## src/rtl/cpu_pkg.sv

```systemverilog
// Shared CPU constants: opcodes, sequencer states, bus mux selects.
// Reused by the control unit, alu_block and the datapath.
package cpu_pkg;

  localparam int word_size = 8;

  typedef logic [3:0] opcode_t;

  localparam opcode_t NOP = 4'd0;
  localparam opcode_t ADD = 4'd1;
  localparam opcode_t SUB = 4'd2;
  localparam opcode_t AND = 4'd3;
  localparam opcode_t NOT = 4'd4;
  localparam opcode_t RD  = 4'd5;
  localparam opcode_t WR  = 4'd6;
  localparam opcode_t BR  = 4'd7;
  localparam opcode_t BRZ = 4'd8;

  typedef enum logic [3:0] {
    S_IDLE,
    S_FET1,
    S_FET2,
    S_DEC,
    S_EX1,
    S_RD1,
    S_RD2,
    S_WR1,
    S_WR2,
    S_BR1,
    S_BR2,
    S_HALT
  } state_t;

  localparam logic [2:0] SEL1_R0 = 3'd0;
  localparam logic [2:0] SEL1_R1 = 3'd1;
  localparam logic [2:0] SEL1_R2 = 3'd2;
  localparam logic [2:0] SEL1_R3 = 3'd3;
  localparam logic [2:0] SEL1_PC = 3'd4;

  localparam logic [1:0] SEL2_ALU  = 2'd0;
  localparam logic [1:0] SEL2_BUS1 = 2'd1;
  localparam logic [1:0] SEL2_MEM  = 2'd2;

  typedef struct packed {
    opcode_t    opcode;
    logic [1:0] src;
    logic [1:0] dest;
    logic [3:0] load_dest;
  } ir_fields_t;

  typedef struct packed {
    logic [3:0] load_r;
    logic       load_pc;
    logic       inc_pc;
    logic       load_ir;
    logic       load_add_r;
    logic       load_reg_y;
    logic       load_reg_z;
    logic       write;
    logic [2:0] sel_bus_1;
    logic [1:0] sel_bus_2;
    opcode_t    alu_sel;
    logic       halted;
    logic       instr_done;
  } ctrl_t;

  function automatic logic [2:0] reg_sel(logic [1:0] r);
    return {1'b0, r};
  endfunction

endpackage

```

## src/rtl/cpu_control_unit_if.sv

```systemverilog
// Control bundle between the sequencer (master) and datapath (slave).
// IR contents and Reg_Z flow in; every strobe and select flows out.
interface cpu_control_unit_if;
  import cpu_pkg::*;

  logic [word_size-1:0] instruction;
  logic                 zero;
  logic                 load_R0;
  logic                 load_R1;
  logic                 load_R2;
  logic                 load_R3;
  logic                 load_PC;
  logic                 inc_PC;
  logic                 load_IR;
  logic                 load_Add_R;
  logic                 load_Reg_Y;
  logic                 load_Reg_Z;
  logic                 write;
  logic [2:0]           sel_bus_1_mux;
  logic [1:0]           sel_bus_2_mux;
  logic [3:0]           alu_sel;
  logic                 halted;
  logic                 instr_done;

  modport master (
    input  instruction, zero,
    output load_R0, load_R1, load_R2, load_R3,
    output load_PC, inc_PC, load_IR, load_Add_R,
    output load_Reg_Y, load_Reg_Z, write,
    output sel_bus_1_mux, sel_bus_2_mux, alu_sel,
    output halted, instr_done
  );

  modport slave (
    output instruction, zero,
    input  load_R0, load_R1, load_R2, load_R3,
    input  load_PC, inc_PC, load_IR, load_Add_R,
    input  load_Reg_Y, load_Reg_Z, write,
    input  sel_bus_1_mux, sel_bus_2_mux, alu_sel,
    input  halted, instr_done
  );

endinterface

```

## src/rtl/cpu_control_unit_decode.sv

```systemverilog
// Splits the IR into opcode / src / dest and a one-hot dest load.
// Purely combinational.
module instr_field_decode
  import cpu_pkg::*;
(
  input  logic [word_size-1:0] instruction,
  output ir_fields_t           fields
);

  always_comb begin
    fields.opcode    = instruction[7:4];
    fields.src       = instruction[3:2];
    fields.dest      = instruction[1:0];
    fields.load_dest = 4'b0001 << instruction[1:0];
  end

endmodule

```

## src/rtl/cpu_control_unit.sv

```systemverilog
// Multi-cycle Moore sequencer for the 8-bit CPU datapath.
// Outputs decode from state, IR fields and Reg_Z only.
module cpu_control_unit
  import cpu_pkg::*;
(
  input  logic                clk,
  input  logic                rst_n,
  cpu_control_unit_if.master  bus
);

  state_t     state;
  state_t     state_nxt;
  ir_fields_t f;
  ctrl_t      c;

  instr_field_decode u_dec (
    .instruction (bus.instruction),
    .fields      (f)
  );

  always_ff @(posedge clk or negedge rst_n) begin
    if (!rst_n) state <= S_IDLE;
    else        state <= state_nxt;
  end

  always_comb begin
    state_nxt = state;
    unique case (state)
      S_IDLE: state_nxt = S_FET1;
      S_FET1: state_nxt = S_FET2;
      S_FET2: state_nxt = S_DEC;
      S_DEC: begin
        unique case (1'b1)
          (f.opcode == NOP): state_nxt = S_FET1;
          (f.opcode == ADD),
          (f.opcode == SUB),
          (f.opcode == AND): state_nxt = S_EX1;
          (f.opcode == NOT): state_nxt = S_FET1;
          (f.opcode == RD):  state_nxt = S_RD1;
          (f.opcode == WR):  state_nxt = S_WR1;
          (f.opcode == BR):  state_nxt = S_BR1;
          (f.opcode == BRZ):
            state_nxt = bus.zero ? S_BR1 : S_FET1;
          default:           state_nxt = S_HALT;
        endcase
      end
      S_EX1:  state_nxt = S_FET1;
      S_RD1:  state_nxt = S_RD2;
      S_RD2:  state_nxt = S_FET1;
      S_WR1:  state_nxt = S_WR2;
      S_WR2:  state_nxt = S_FET1;
      S_BR1:  state_nxt = S_BR2;
      S_BR2:  state_nxt = S_FET1;
      S_HALT: state_nxt = S_HALT;
      default: state_nxt = S_IDLE;
    endcase
  end

  always_comb begin
    c = '0;
    unique case (state)
      S_FET1: begin
        c.sel_bus_1  = SEL1_PC;
        c.sel_bus_2  = SEL2_BUS1;
        c.load_add_r = 1'b1;
      end
      S_FET2: begin
        c.sel_bus_2 = SEL2_MEM;
        c.load_ir   = 1'b1;
        c.inc_pc    = 1'b1;
      end
      S_DEC: begin
        unique case (1'b1)
          (f.opcode == NOP): c.instr_done = 1'b1;
          (f.opcode == ADD),
          (f.opcode == SUB),
          (f.opcode == AND): begin
            c.sel_bus_1  = reg_sel(f.src);
            c.load_reg_y = 1'b1;
          end
          (f.opcode == NOT): begin
            c.sel_bus_1  = reg_sel(f.src);
            c.sel_bus_2  = SEL2_ALU;
            c.alu_sel    = NOT;
            c.load_reg_z = 1'b1;
            c.load_r     = f.load_dest;
            c.instr_done = 1'b1;
          end
          (f.opcode == RD),
          (f.opcode == WR),
          (f.opcode == BR): begin
            c.sel_bus_1  = SEL1_PC;
            c.sel_bus_2  = SEL2_BUS1;
            c.load_add_r = 1'b1;
          end
          (f.opcode == BRZ): begin
            if (bus.zero) begin
              c.sel_bus_1  = SEL1_PC;
              c.sel_bus_2  = SEL2_BUS1;
              c.load_add_r = 1'b1;
            end else begin
              // untaken: step PC past the target word
              c.inc_pc     = 1'b1;
              c.instr_done = 1'b1;
            end
          end
          default: ;
        endcase
      end
      S_EX1: begin
        c.sel_bus_1  = reg_sel(f.dest);
        c.sel_bus_2  = SEL2_ALU;
        c.alu_sel    = f.opcode;
        c.load_reg_z = 1'b1;
        c.load_r     = f.load_dest;
        c.instr_done = 1'b1;
      end
      S_RD1, S_WR1: begin
        c.sel_bus_2  = SEL2_MEM;
        c.load_add_r = 1'b1;
        c.inc_pc     = 1'b1;
      end
      S_RD2: begin
        c.sel_bus_2  = SEL2_MEM;
        c.load_r     = f.load_dest;
        c.instr_done = 1'b1;
      end
      S_WR2: begin
        c.sel_bus_1  = reg_sel(f.src);
        c.write      = 1'b1;
        c.instr_done = 1'b1;
      end
      S_BR1: begin
        c.sel_bus_2  = SEL2_MEM;
        c.load_add_r = 1'b1;
      end
      S_BR2: begin
        c.sel_bus_2  = SEL2_MEM;
        c.load_pc    = 1'b1;
        c.instr_done = 1'b1;
      end
      S_HALT: c.halted = 1'b1;
      default: ;
    endcase
  end

  assign bus.load_R0       = c.load_r[0];
  assign bus.load_R1       = c.load_r[1];
  assign bus.load_R2       = c.load_r[2];
  assign bus.load_R3       = c.load_r[3];
  assign bus.load_PC       = c.load_pc;
  assign bus.inc_PC        = c.inc_pc;
  assign bus.load_IR       = c.load_ir;
  assign bus.load_Add_R    = c.load_add_r;
  assign bus.load_Reg_Y    = c.load_reg_y;
  assign bus.load_Reg_Z    = c.load_reg_z;
  assign bus.write         = c.write;
  assign bus.sel_bus_1_mux = c.sel_bus_1;
  assign bus.sel_bus_2_mux = c.sel_bus_2;
  assign bus.alu_sel       = c.alu_sel;
  assign bus.halted        = c.halted;
  assign bus.instr_done    = c.instr_done;

endmodule

```

## src/flat_wrapper.sv

```systemverilog
// flat-port wrapper written by rule: the top's interface ports become plain ports
module cpu_control_unit_flat import cpu_pkg::*;
  (clk, rst_n, bus_instruction, bus_zero, bus_load_R0, bus_load_R1, bus_load_R2, bus_load_R3, bus_load_PC, bus_inc_PC, bus_load_IR, bus_load_Add_R, bus_load_Reg_Y, bus_load_Reg_Z, bus_write, bus_sel_bus_1_mux, bus_sel_bus_2_mux, bus_alu_sel, bus_halted, bus_instr_done);
  cpu_control_unit_if bus_i ();
  input  logic clk;
  input  logic rst_n;
  input wire logic [$bits(bus_i.instruction)-1:0] bus_instruction;
  input wire logic [$bits(bus_i.zero)-1:0] bus_zero;
  output wire logic [$bits(bus_i.load_R0)-1:0] bus_load_R0;
  output wire logic [$bits(bus_i.load_R1)-1:0] bus_load_R1;
  output wire logic [$bits(bus_i.load_R2)-1:0] bus_load_R2;
  output wire logic [$bits(bus_i.load_R3)-1:0] bus_load_R3;
  output wire logic [$bits(bus_i.load_PC)-1:0] bus_load_PC;
  output wire logic [$bits(bus_i.inc_PC)-1:0] bus_inc_PC;
  output wire logic [$bits(bus_i.load_IR)-1:0] bus_load_IR;
  output wire logic [$bits(bus_i.load_Add_R)-1:0] bus_load_Add_R;
  output wire logic [$bits(bus_i.load_Reg_Y)-1:0] bus_load_Reg_Y;
  output wire logic [$bits(bus_i.load_Reg_Z)-1:0] bus_load_Reg_Z;
  output wire logic [$bits(bus_i.write)-1:0] bus_write;
  output wire logic [$bits(bus_i.sel_bus_1_mux)-1:0] bus_sel_bus_1_mux;
  output wire logic [$bits(bus_i.sel_bus_2_mux)-1:0] bus_sel_bus_2_mux;
  output wire logic [$bits(bus_i.alu_sel)-1:0] bus_alu_sel;
  output wire logic [$bits(bus_i.halted)-1:0] bus_halted;
  output wire logic [$bits(bus_i.instr_done)-1:0] bus_instr_done;
  assign bus_i.instruction = bus_instruction;
  assign bus_i.zero = bus_zero;
  assign bus_load_R0 = bus_i.load_R0;
  assign bus_load_R1 = bus_i.load_R1;
  assign bus_load_R2 = bus_i.load_R2;
  assign bus_load_R3 = bus_i.load_R3;
  assign bus_load_PC = bus_i.load_PC;
  assign bus_inc_PC = bus_i.inc_PC;
  assign bus_load_IR = bus_i.load_IR;
  assign bus_load_Add_R = bus_i.load_Add_R;
  assign bus_load_Reg_Y = bus_i.load_Reg_Y;
  assign bus_load_Reg_Z = bus_i.load_Reg_Z;
  assign bus_write = bus_i.write;
  assign bus_sel_bus_1_mux = bus_i.sel_bus_1_mux;
  assign bus_sel_bus_2_mux = bus_i.sel_bus_2_mux;
  assign bus_alu_sel = bus_i.alu_sel;
  assign bus_halted = bus_i.halted;
  assign bus_instr_done = bus_i.instr_done;
  cpu_control_unit u_core (.clk(clk), .rst_n(rst_n), .bus(bus_i));
endmodule
```

## config.mk

```make
export PLATFORM = sky130hd
export DESIGN_NAME = cpu_control_unit_flat
export DESIGN_NICKNAME = d
export VERILOG_FILES = /design/src/rtl/cpu_pkg.sv /design/src/rtl/cpu_control_unit_if.sv /design/src/rtl/cpu_control_unit_decode.sv /design/src/rtl/cpu_control_unit.sv /design/src/flat_wrapper.sv
export SDC_FILE = /design/constraint.sdc
export NUM_CORES = 1
export LEC_CHECK = 0
export ABC_AREA = 1
export BUFFER_PORTS_ARGS = -buffer_cell sky130_fd_sc_hd__buf_2
export CORE_MARGIN = 5
export CORE_UTILIZATION = 42
export DETAILED_ROUTE_END_ITERATION = 16
export GPL_TIMING_DRIVEN = 1
export PLACE_DENSITY = 0.81
export SLEW_MARGIN = 20
export SYNTH_ARGS = -nofsm -noshare
export SYNTH_HDL_FRONTEND = slang
export SYNTH_SLANG_ARGS = --single-unit
```

## constraint.sdc

```tcl
create_clock -name clk -period 1.5 [get_ports clk]
set_input_delay 0.075 -clock clk [delete_from_list [all_inputs] [get_ports clk]]
set_output_delay 0.075 -clock clk [all_outputs]
set_load 0.01 [all_outputs]
```

Yosys cells after proc, flatten, opt, wreduce, memory -nomap -nowiden
Cells that the tools add are included.
{"block": "word_totals", "ff_bits": 4, "input_bits": 11}
{"block": "classes", "eq_ne": 19, "shifts": 1, "n_mux": 28, "n_reduce_logical": 12}
{"cell": "4-bit by 3-bit == test with 1-bit output (second input constant)", "count": 8}
{"cell": "4-bit one-hot mux with 8 select lines", "count": 1}
{"cell": "4-bit one-hot mux with 6 select lines", "count": 1}
{"cell": "4-bit == test (second input constant)", "count": 5}
{"cell": "4-bit by 2-bit == test with 1-bit output (second input constant)", "count": 4}
{"cell": "4-bit one-hot mux with 2 select lines", "count": 2}
{"cell": "1-bit one-hot mux with 2 select lines", "count": 6}
{"cell": "3-bit one-hot mux with 4 select lines", "count": 1}
{"cell": "4-bit OR reduction", "count": 3}
{"cell": "1-bit two-way mux", "count": 10}
{"cell": "3-bit one-hot mux with 3 select lines", "count": 1}
{"cell": "3-bit OR reduction", "count": 3}
{"cell": "4-bit by 1-bit == test with 1-bit output (second input constant)", "count": 2}
{"cell": "4-bit logical NOT", "count": 2}
{"cell": "4-bit two-way mux", "count": 2}
{"cell": "2-bit one-hot mux with 3 select lines", "count": 1}
{"cell": "6-bit OR reduction", "count": 1}
{"cell": "5-bit two-way mux", "count": 1}
{"cell": "5-bit OR reduction", "count": 1}
{"cell": "2-bit one-hot mux with 2 select lines", "count": 1}
{"cell": "2-bit OR reduction", "count": 2}
{"cell": "1-bit by 2-bit left shift with 4-bit output (first input constant)", "count": 1}
{"cell": "3-bit two-way mux", "count": 1}

Depth between registers and ports, before layout
{"block": "logic_depth", "word_depth": 4, "mapped_depth": 7, "depth_no_buf": 7}

Hierarchy
A second synthesis with hierarchy kept.
{"block": "hier_totals", "hier_cells": 125, "hier_area_um2": 696.9}
{"module": "cpu_control_unit", "n_inst": 1, "cells_each": 110, "area_per_inst_um2": 610.6, "seq_area_each_um2": 100.1}
{"module": "instr_field_decode", "n_inst": 1, "cells_each": 15, "area_per_inst_um2": 86.3, "seq_area_each_um2": 0.0}

Least setup slack after synthesis
Ideal clock, no wire load.
{"block": "synth_timing", "path_type": "register -> output", "startpoint": "register u_core.state[3]", "endpoint": "output port bus_load_R0", "t_arrival_ns": 1.063, "required_time_ns": 1.425, "path_slack_ns": 0.362, "path_stages_with_launch": 8, "path_buffers": 0, "path_cell_list": "dfrtp_1 inv_1 nand2_1 nor2_4 nand2_4 nand2_4 nand2_2 nor2_1"}
{"block": "synth_via", "elab_chain_cells": 3}
{"item": "start: declaration", "line_no": "cpu_control_unit.sv:11", "rtl": "state_t state;"}
{"item": "start signal: assignment", "line_no": "cpu_control_unit.sv:23", "rtl": "else state <= state_nxt;"}
{"item": "4-bit by 3-bit == test with 1-bit output", "line_no": "cpu_control_unit.sv:61", "rtl": "unique case (state)"}
{"item": "2-bit OR reduction (no line)"}
{"item": "4-bit one-hot mux with 2 select lines *", "line_no": "cpu_control_unit.sv:61"}
{"item": "end: declaration", "line_no": "flat_wrapper.sv:9", "rtl": "output wire logic [$bits(bus_i.load_R0)-1:0] bus_load_R0;"}
Mark *: on every way between the ends. The rest lies on a longest branch, timed or not.

Worst setup path in the final report
{"block": "layout_timing", "startpoint": "register u_core.state[3]", "endpoint": "output port bus_load_R2"}
{"block": "layout_via", "elab_chain_cells": 3}
{"item": "4-bit by 3-bit == test with 1-bit output", "line_no": "cpu_control_unit.sv:61"}
{"item": "2-bit OR reduction (no line)"}
{"item": "4-bit one-hot mux with 2 select lines *", "line_no": "cpu_control_unit.sv:61"}
{"item": "end: declaration", "line_no": "flat_wrapper.sv:11", "rtl": "output wire logic [$bits(bus_i.load_R2)-1:0] bus_load_R2;"}
Marks and branches as above.

==> summary.md <==
| Metric | Value |
|---|---|
| Overflow after GRT | 0 |
| Die Width | approximately 47 um |
| Antenna viol nets, final | 0 |
| Period Utilization, post-route | 1.01 |
| First-pass GRT wire length | 3.04 mm |
| DRC viols | 0 |
| IO Count | 33 |
| Type of origin of the critical path | flip-flop |
| Tmin final | approximately 1500 ps |
| Peak Freq | 658 MHz |
| Clock transition at path regs | about 40 ps |
| Status | finished, violations left |
| Number of global-route vias before repair | around 730 |
| Syn_nets | 120 |
| Hold Crit Class | input port to async pin |
| Drt pass-1 iters | 4 |
| DP HPWL | between 1.5 and 2 mm |
| Tot Pwr | 1.36 mW |
| Via count | ~860 |
| Biggest register | u_core.state |
| Clock skew | between 4 and 5 ps |
| Clock Path Buffers | 2 |
| Setup WS post-layout | -20.3 ps |
| Gr usage total | 0.192 |
| Core area | ~0.0013 mm2 |
| Worst-margin pin slew | approximately 310 ps |
| Leak | 0.587 nW |
| Vias/cell | between 5 and 6 |
| Total number of yosys warnings | 0 |
| Failing checks | setup timing |
| Initial core utilization | 0.445 |
| Nets | 161 |
| GPL Wtd Cong | around 0.86 |
| Post-synthesis cell area | roughly 590 um2 |
| Input/output buffers | 32 |
| R2R setup slack | 320 ps |
| Max Slew Vio Count | 0 |
| Crit. End Element | primary output |
| Largest register FFs | 4 |
| Slew HR | 0.788 |
| Diodes inserted | 0 |
| CTS tree | yes |
| Non-Filler Instances | approximately 160 |
| CTS sink count | 4 |
| Share of cells above drive strength 1 | 0.446 |
| Hold_ws | between 150 and 200 ps |
| Area delta synth->final | 45.2% |
| Crit-path max FO | 5 |
| Routed WL | around 2.0 mm |
| Detailed router's first-iteration violation count | 12 |
| Final setup violation count | 5 |
| DIE AREA | 0.00224 mm2 |
| Dpl cells | around 160 |
| Arr. time, crit path | 1450 ps |
| Required @ worst endpoint | roughly 1400 ps |
| Placed Area | about 770 um2 |
| Fin area | ~850 um2 |
| Clk_lat worst skew | 240 ps |
| Synthesized instance count | ~110 |
| Pwr dens | ~1600 mW/mm2 |
| Pin count of the biggest net entering global routing | 9 |
| Number of max-cap violations | 0 |
| Clock Tree Root | clkbuf_4 |
| # rows | 13 |
| Worst VDD drop | around 1.1 mV |
| Avg Cell Area, Syn | about 5.4 um2 |
| Per-cell routed wire length | ~12 um |
| Htree depth | 1 |
| Top flop regs | u_core.state (4) |
| Initial antenna violation count | 0 |
| Setup CP Type | flip-flop to primary output |
| FF+latch count, synth | 4 |
| Die Ht | about 47 um |
| Sequential fraction of the synthesis area | 0.171 |
| Filler cell count | approximately 140 |
| Yosys cell types | 16 |
| RSZ-0062 raised after global routing | yes |
| Final Hold Fails | 0 |
| Num CTS Buffers | 3 |
cell usage in the layout (no fill, tap or decap), types with 4 or more instances in the layout:
cell type   n
nor2_1     19
nor2_2      6
nand2_1    25
nand2_2     6
buf_2      32
inv_2       4
nand3_1     8
o21ai_0     4
inv_1      14
a21oi_1     4
metal layers:
| metal | track usage | vias to the layer above | part of all wire |
|---|---|---|---|
| li1 | - | 419 | - |
| met1 | 0.227 | 397 | 0.39 |
| met2 | 0.340 | 37 | 0.52 |
| met3 | 0.0651 | 2 | 0.083 |
| met4 | 0.0276 | 0 | 0.0050 |
| met5 | 0 | - | 0 |
timing repair:
action	4_1_cts	5_1_grt
setup buffers	1	2
setup endpoints to repair	8	16
pin swaps	3	3
hold buffers	1	0
endpoints found under the hold margin	4	0
resized for setup	9	8
stage by stage:
step            util  TNS [ps]  setup slack (ps)
2_1_floorplan      -         0               362
3_5_place_dp   0.581         0               181
5_1_grt        0.647      -722             -87.9
6_report       0.647     -66.5             -20.3
4_1_cts        0.621     -80.2             -42.4
3_3_place_gp   0.581         0               217
path summary, 6_finish.rpt:
path                                    start              end  cells past startpoint
max                           u_core.state[3]      bus_load_R2                      8
min                                     rst_n  u_core.state[3]                      2
max reg2reg                   u_core.state[1]  u_core.state[3]                      6
min reg2reg                   u_core.state[1]  u_core.state[0]                      2
max in group asynchronous               rst_n  u_core.state[1]                      2
min in group clk           bus_instruction[7]  u_core.state[2]                      4
worst max-delay path, cell delays in order (launching register included):
cell	delay (ps)
dfrtp_2	450
inv_2	80
nand2_2	60
nor2_4	160
nand2_4	100
nand2_4	70
nand2_2	60
nor2_2	90
buf_2	130
synth_stat cells:
cell type	n	area (um2)
nand4_1	3	18.8
nand3_1	8	40.0
nor3_1	3	15.0
inv_1	18	67.6
nor2_2	1	6.26
inv_2	1	3.75
nor2_4	2	22.5
a21oi_1	4	20.0
o21ai_0	4	20.0
nor2_1	25	93.8
nand2_4	3	33.8
nand3_2	1	10.0
nand2_2	4	25.0
o21ai_2	1	8.76
nand2_1	27	101
dfrtp_1	4	100
cells by family after synthesis:
kind of cell	synth area share
buffers and inverters	0.122
DFF	0.171
AOI/OAI and AO/OA	0.0832
and+or+nand+nor	0.625
layout make-up:
class / count / area (um2) / share of cell area
Timing Repair Buffer: 36 / 193 / 0.226
Inverter: 19 / 73.8 / 0.0866
Clock buffer: 3 / 22.5 / 0.0264
Tap cell: 15 / 18.8 / 0.0220
Multi-Input combinational cell: 86 / 440 / 0.517
Sequential cell: 4 / 104 / 0.122
power by group:
| part | switching, mW | total, mW | internal (mW) |
|---|---|---|---|
| clock | 0.0496 | 0.139 | 0.0899 |
| combinational | 0.617 | 0.979 | 0.362 |
| sequential | 0.0805 | 0.244 | 0.163 |
| total | 0.747 | 1.36 | 0.615 |
Note: power is estimated with default switching activity, not from simulation.
